<file path="src/rtl/fifo_read_logic_pkg.sv">
// -----------------------------------------------------------------------------
// fifo_read_logic_pkg
// Shared definitions for the FIFO read and write pointer logic:
//   - rd_state_e  : read-side empty/ready state encoding
//   - PTR_MAX_W   : widest pointer the conversion helpers support
//   - gray2bin()  : Gray code to binary
//   - bin2gray()  : binary to Gray code
// The helpers work on PTR_MAX_W-bit values. Narrower pointers are zero-extended
// on the way in and truncated on the way out. Leading zeros do not change the
// result in either direction.
// -----------------------------------------------------------------------------
package fifo_read_logic_pkg;

  localparam int PTR_MAX_W = 16;

  typedef enum logic {
    S_EMPTY = 1'b0,
    S_READY = 1'b1
  } rd_state_e;

  // Each binary bit is the XOR of its own Gray bit and every Gray bit above it.
  function automatic logic [PTR_MAX_W-1:0] gray2bin(input logic [PTR_MAX_W-1:0] g);
    logic [PTR_MAX_W-1:0] b;
    b[PTR_MAX_W-1] = g[PTR_MAX_W-1];
    for (int i = PTR_MAX_W - 2; i >= 0; i--) begin
      b[i] = b[i+1] ^ g[i];
    end
    return b;
  endfunction

  function automatic logic [PTR_MAX_W-1:0] bin2gray(input logic [PTR_MAX_W-1:0] b);
    return b ^ (b >> 1);
  endfunction

endpackage

</file>
<file path="src/rtl/fifo_read_logic.sv">
// -----------------------------------------------------------------------------
// fifo_read_logic
// Read-side pointer and empty-flag logic for a FIFO with DEPTH locations.
// The read address wraps from DEPTH-1 to 0. A read strobe is issued whenever a
// read is requested and the FIFO is not empty.
//
// Parameters
//   DEPTH      number of storage locations (DEPTH <= 2**PTR_SZ)
//   PTR_SZ     pointer width in bits (<= PTR_MAX_W)
// Ports
//   clk        clock; all state changes on the rising edge
//   rst        synchronous reset, active low
//   rinc       read request
//   rq2_waddr  Gray-coded write address, already synchronized to clk
//   rempty     empty flag (registered)
//   read_en    memory read strobe for the current cycle (combinational)
//   raddr      binary read address (registered)
//   raddr_gray Gray-coded read address for the write-side synchronizer
//
// States
//   state   | meaning
//   S_EMPTY | no unread data; rempty = 1 and reads are blocked
//   S_READY | at least one unread word; rinc produces a read
// -----------------------------------------------------------------------------
module fifo_read_logic
  import fifo_read_logic_pkg::*;
#(
  parameter int DEPTH  = 3,
  parameter int PTR_SZ = 2
) (
  input  logic              clk,
  input  logic              rst,
  input  logic              rinc,
  input  logic [PTR_SZ-1:0] rq2_waddr,
  output logic              rempty,
  output logic              read_en,
  output logic [PTR_SZ-1:0] raddr,
  output logic [PTR_SZ-1:0] raddr_gray
);

  localparam logic [PTR_SZ-1:0] LAST_ADDR = PTR_SZ'(DEPTH - 1);

  rd_state_e         r_state;
  rd_state_e         w_next_state;
  logic [PTR_SZ-1:0] r_raddr;
  logic [PTR_SZ-1:0] r_raddr_gray;
  logic [PTR_SZ-1:0] w_waddr;
  logic [PTR_SZ-1:0] w_raddr_tmp;
  logic              w_rempty_tmp;
  logic              w_read_en;

  // Decoded write address. Truncation back to PTR_SZ is exact because the
  // zero-extended upper Gray bits decode to zeros.
  assign w_waddr = PTR_SZ'(gray2bin(PTR_MAX_W'(rq2_waddr)));

  assign w_read_en = rinc & (r_state == S_READY);

  always_comb begin
    w_raddr_tmp = r_raddr;
    if (w_read_en) begin
      w_raddr_tmp = (r_raddr == LAST_ADDR) ? '0 : r_raddr + PTR_SZ'(1);
    end
  end

  // Empty is judged on the address after this cycle's read, against the
  // write address seen this cycle.
  assign w_rempty_tmp = (w_raddr_tmp == w_waddr);

  always_comb begin
    w_next_state = r_state;
    case (r_state)
      S_EMPTY: if (!w_rempty_tmp) w_next_state = S_READY;
      S_READY: if (w_rempty_tmp)  w_next_state = S_EMPTY;
      default: w_next_state = S_EMPTY;
    endcase
  end

  always_ff @(posedge clk) begin
    if (!rst) begin
      r_state      <= S_EMPTY;
      r_raddr      <= '0;
      r_raddr_gray <= '0;
    end else begin
      r_state      <= w_next_state;
      r_raddr      <= w_raddr_tmp;
      r_raddr_gray <= PTR_SZ'(bin2gray(PTR_MAX_W'(w_raddr_tmp)));
    end
  end

  assign rempty     = (r_state == S_EMPTY);
  assign read_en    = w_read_en;
  assign raddr      = r_raddr;
  assign raddr_gray = r_raddr_gray;

endmodule

</file>
<file path="config.mk">
export PLATFORM = sky130hd
export DESIGN_NAME = fifo_read_logic
export DESIGN_NICKNAME = d
export VERILOG_FILES = /design/src/rtl/fifo_read_logic_pkg.sv /design/src/rtl/fifo_read_logic.sv
export SDC_FILE = /design/constraint.sdc
export NUM_CORES = 1
export LEC_CHECK = 0
export CAP_MARGIN = 0
export CORE_AREA = 2 2 39 41
export CTS_CLUSTER_SIZE = 40
export DETAILED_ROUTE_END_ITERATION = 8
export DIE_AREA = 0 0 41 43
export HOLD_SLACK_MARGIN = 0.08
export SETUP_SLACK_MARGIN = 0.02
export SKIP_CTS_REPAIR_TIMING = 1
export SYNTH_ARGS = -nofsm -noshare
export SYNTH_HDL_FRONTEND = slang
export SYNTH_SLANG_ARGS = --single-unit
</file>
<file path="constraint.sdc">
create_clock -name clk -period 1.6 [get_ports clk]
set_input_delay 0.48 -clock clk [delete_from_list [all_inputs] [get_ports clk]]
set_output_delay 0.48 -clock clk [all_outputs]
set_load 0.005 [all_outputs]
</file>
==> results of run 1 <==
-- worst reg2reg max path: cells and delay by family, from the launching register on --
| kind | cells | cell delay (ns) |
|---|---|---|
| simple gates | 2 | 0.55 |
| buf+inv | 1 | 0.16 |
| flops | 1 | 0.30 |
| compound gates | 1 | 0.15 |
-- state kept, by name, indices dropped and copies added, names as in the netlist --
signal	flops
raddr	2
r_state	1
raddr_gray	1
-- how the worst min path moves through the flow --
stage               startpoint       end
floorplan              r_state  raddr[1]
global placement      raddr[1]  raddr[1]
detailed placement    raddr[1]  raddr[1]
CTS                   raddr[1]  raddr[1]
global route          raddr[1]  raddr[1]
finish                raddr[1]  raddr[1]
-- cell families after synthesis --
family / synth area share
AND/OR/NAND/NOR: 0.358
flip-flops: 0.298
AO/OA/AOI/OAI: 0.191
buffers and inverters: 0.153
-- where the power goes --
group	switching (uW)	total, uW	internal (uW)
Clock	37.0	121	83.6
Combinational	28.7	74.9	46.2
Sequential	6.10	113	107
Total	71.8	309	237
-- area by class of cell --
cell class / instances / share of cell area
Clock buffer: 3 / 0.0500
Inverter: 3 / 0.0250
Multi-Input combinational cell: 21 / 0.350
Sequential cell: 4 / 0.186
Tap cell: 16 / 0.0444
Timing Repair Buffer: 16 / 0.344
-- per-stage QoR --
stage | cell area [um^2] | cells | worst slack (ns)
2_1_floorplan | 269 | 31 | 0.323
4_1_cts | 427 | 63 | -0.539
6_report | 450 | 63 | 0.0664
3_3_place_gp | 404 | 60 | -0.495
3_5_place_dp | 404 | 60 | -0.502
5_1_grt | 450 | 63 | 0.0267
-- metal layers --
| layer | GRT usage | routed length (um) |
|---|---|---|
| met3 | 0.0524 | 58 |
| met5 | 0 | 0 |
| met2 | 0.106 | 294 |
| met1 | 0.0958 | 262 |
| met4 | 0.0400 | 0 |
-- Yosys cell counts, drive strengths merged (3+ instances only) --
cell type  n
nand4b     3
dfxtp      4
nand2      3
a21oi      3
inv        3
buf        3
-- cell usage in the layout (no fill, tap or decap), types with 2 or more instances in the layout --
cell type | Yosys | final
clkdlybuf4s50_1 | 0 | 3
dlymetal6s2s_1 | 0 | 6
inv_1 | 3 | 2
a21oi_1 | 3 | 2
dfxtp_1 | 4 | 3
nand4b_1 | 3 | 3
buf_4 | 1 | 6
nand2_1 | 3 | 2
clkbuf_4 | 0 | 3
==> metrics.cfg, run 1 <==
[logic_synthesis]
synthesis.nets = 36
synthFlopType = dfxtp_1
synth_top_area_share = 0.298
synth_top_cell_by_area = dfxtp_1
syn-instance-count = 31
syn_area_um2 = 269
synth_edf_count = 0
synthTopCellsByArea = dfxtp_1 30%, nand4b_1 9.8%, buf_6 8.4%
synth.distinct_cells = 19
yosysSeqAreaShare = 0.298
syn_avg_cell_area_um2 = 8.68
yosys_warnings = 0
synth_seq_cells = 4
async_flop_share = 0

[floorplan]
die_w_um = 41
dieArea_um2 = 1760
core_area_um2 = 1380
rows = 14
io-pin-count = 11
die_y_um = 43
start_util = 0.194

[worst_hold_path]
hold_class = reg2reg
holdPathStages = 3

[clock_tree]
clock_latency_ns = 0.23
htree_levels = 1
clock-root-buffer = clkbuf_4
clk_pin_slew_ns = 0.03
max-clock-path-buffers = 2
clock_sinks = 4
cts_buffers = 3
cts_tree = built

[sta]
fin_crit_sh = 0.959
hold_ws_ns = 0.642
fin_crit_ns = 1.53
slew_violations = 0
slew_headroom = 0.814
fmax_ghz = 0.652
rsz0062_at_grt = no
setup-violations-final = 0
fin_skew_ns = 0.000529
fin_tns_setup_ns = 0
hold_violations = 0
max_slew.worst_pin.slew_ns = 0.275

[setup_path]
crit_type = in2reg
r2r_end = r_state
crit_family = simple AND/OR/NAND/NOR gates
crit_cells = 4
crit_chain = clkdlybuf4s50_1 > or4b_4 > a21oi_2 > nor4_1
cp.buffers_inverters = 1
cp_data_required_time_ns = 1.70
slowest_stage = or4b_4
crit_path_max_fanout = 2
slowest_delay_ns = 0.52
endpoint = r_state
cp-end-kind = flip-flop
critPathLaunch = rq2_waddr[1]
r2r_setup_slack_ns = 0.30
reg2reg_from = raddr[1]
reg2regPathDepth = 4
crit_arrival_ns = 1.64
startpoint_type = input port

[global_route]
antenna_found_initial = 0
track_usage = 0.0802
grt_start_max_net_pins = 11
grt_overflow = 0
grt_pass1_wl_um = 952
first_global_vias = 242

[final_layout]
antenna_cells = 0
multi_input_area_um2 = 158
finish.utilization = 0.325
regArea_um2 = 83.8
fillCellCount = 154
drive_gt1_frac = 0.362
area_growth_pct = 67.4
final_nets = 54

[run_status]
outcome = complete, no violations

[placement]
portBuffers = 10
place.gp.congestion = 0.706
dp_hpwl_um = 471

[detailed_routing]
drtIter0Drc = 2
drt_pass1_iterations = 2
ant_nets = 0
vias_per_cell = 4.46
routed_wl_um = 615
wl_per_cell_um = 9.76
drc = 0
vias = 281

[pwr]
p_leak_uw = 0.000245
power.density_nw_per_um2 = 686
vdd_drop_max_uv = 464
total_power_uw = 309

[run]
cap_violations = 0

No activity file was read; power rests on OpenSTA's default activity.
==> inputs of run 2 (changes only) <==
- PLACE_DENSITY_LB_ADDON: default -> 0.25
- clock period: 1.6 -> 1.5 ns (I/O delays scaled with it)
==> run 2 against run 1 <==
Sequential share of layout area shrank 1.0 points. Clock-buffer cell count unchanged. Clock power rose by 7%. Non-clock buffer count rose by 1. Global-route usage down 0.092 points. Setup slack gained 0.11 ns. Clock skew grew 0.0020 ns. First-iteration DRC count rose to 3.5 times the previous value. Utilization is 1.4 points higher. Critical path depth is the same. Power is 8.2% higher. Hold slack lost 0.0016 ns. Critical path type is now reg2reg.
==> metrics.cfg, run 2 (synthesis gave the netlist of run 1 again) <==
[final_layout]
final_nets = 55  ; was 54
drive_gt1_frac = 0.375  ; was 0.362
largest_register_ffs = 2  ; unchanged
antenna_cells = 0  ; unchanged
final_cell_mix = 9 x dlymetal6s2s_1, 7 x buf_4, 3 x nand4b_1, 3 x clkbuf_4  ; was 6 x dlymetal6s2s_1, 6 x buf_4
stdcell_count = 64  ; was 63
area_growth_pct = 74.4  ; was 67.4%
layout_commonest_cell = dlymetal6s2s_1

[pwr]
pwr-share-comb = 0.255  ; was 0.242
seq_power_share = 0.358  ; was 0.367
p_clk_frac = 0.387  ; was 0.391
total_power_uw = 334  ; was 309 uW
p_leak_uw = 0.000289  ; was 0.000245 uW
switching_share = 0.234  ; was 0.232
switchingPower_uw = 78.2  ; was 71.8 uW
internal-power_uw = 256  ; was 237 uW
power.density_nw_per_um2 = 713  ; was 686 nW/um^2
vdd_drop_max_uv = 212  ; was 464 uV

[sta]
fin_skew_ns = 0.00256  ; was 0.000529 ns
hold_violations = 0  ; unchanged
slew_headroom = 0.801  ; was 0.814
fmax_ghz = 0.753
max_slew.worst_pin.slew_ns = 0.294  ; was 0.275 ns
fin_crit_sh = 0.885
slew_violations = 0  ; unchanged
fin_crit_ns = 1.33
setup-violations-final = 0  ; unchanged
rsz0062_at_grt = no  ; unchanged

[detailed_routing]
vias = 285  ; was 281
drc = 0  ; unchanged
drtIter0Drc = 7  ; was 2
drt_pass1_iterations = 4  ; was 2
wl_per_cell_um = 10.1  ; was 9.76 um
vias_per_cell = 4.45  ; was 4.46
ant_nets = 0  ; unchanged
routed_wl_um = 646  ; was 615 um

[setup_path]
cp-end-kind = flip-flop  ; unchanged
cp_data_required_time_ns = 1.60  ; was 1.70 ns
crit_path_max_fanout = 6  ; was 2
crit_arrival_ns = 1.43  ; was 1.64 ns
startpoint_type = flip-flop  ; was input port
crit_type = reg2reg  ; was in2reg

[placement]
place_inst = 61  ; was 60
place.gp.congestion = 0.814  ; was 0.706
dp_hpwl_um = 464  ; was 471 um
portBuffers = 10  ; unchanged

[clock_tree]
clock-root-buffer = clkbuf_4  ; unchanged
htree_levels = 1  ; unchanged
clock_sinks = 4  ; unchanged
cts_buffers = 3  ; unchanged
cts_tree = built  ; unchanged
max-clock-path-buffers = 2  ; unchanged
clock_latency_ns = 0.23  ; about the same
clk_pin_slew_ns = 0.04  ; was 0.03 ns

[global_route]
grt_overflow = 0  ; unchanged
first_global_vias = 252  ; was 242
grt_start_max_net_pins = 9  ; was 11
antenna_found_initial = 0  ; unchanged
grt_pass1_wl_um = 952  ; unchanged
track_usage = 0.0792  ; was 0.0802

[run]
cap_violations = 0  ; unchanged

[floorplan]
die_y_um = 43  ; unchanged
start_util = 0.194  ; unchanged
core_area_um2 = 1380  ; unchanged
rows = 14  ; unchanged
dieArea_um2 = 1760  ; unchanged
io-pin-count = 11  ; unchanged
die_w_um = 41  ; unchanged

[run_status]
outcome = complete, no violations  ; unchanged

[worst_hold_path]
hold_class = reg2reg  ; unchanged

## run 2: worst max-delay path: stages (launching register included)
cell     delay [ns]
dfxtp_2        0.32
buf_4          0.15
or4b_4         0.53
a21oi_2        0.15
nor4_1         0.06
## run 2: power groups by stage
stage               Clock, uW  Sequential (uW)  Combinational, uW
floorplan                   0              121               36.4
global placement            0              121               86.0
detailed placement          0              121               85.0
CTS                       137              119               85.8
global route              141              121               93.4
finish                    129              120               85.2
## run 2: final timing paths
check           start  endpoint  slack [ns]  depth (start not counted)
max reg2reg  raddr[0]   r_state        0.17                          4
min          raddr[0]  raddr[1]        0.64                          3
max          raddr[0]   r_state        0.17                          4
min reg2reg  raddr[0]  raddr[1]        0.64                          3
## run 2: final cells by class
cell class	count	area, um^2
inverter	3	11.3
timing repair buffer	17	175
fill	146	915
multi-input combinational	21	158
clock buffer	3	22.5
tap	16	20.0
sequential	4	82.6
## run 2: metal layers
| metal | wire [um] | GRT usage | part of all wire | up-vias |
|---|---|---|---|---|
| li1 | - | - | - | 147 |
| met1 | 313 | 0.112 | 0.48 | 131 |
| met2 | 306 | 0.109 | 0.47 | 7 |
| met3 | 26 | 0 | 0.040 | 0 |
| met4 | 0 | 0.0600 | 0 | 0 |
| met5 | 0 | 0 | 0 | - |
## run 2: stage by stage
stage	setup WS, ns	utilization	hold slack (ns)	cell area [um^2]	TNS, ns
global route	0.133	0.339	0.661	469	0
finish	0.172	0.339	0.641	469	0
floorplan	0.253	-	0.576	269	0
CTS	-0.547	0.314	0.655	434	-0.862
global placement	-0.543	0.297	0.643	412	-1.05
detailed placement	-0.531	0.297	0.636	412	-1.00
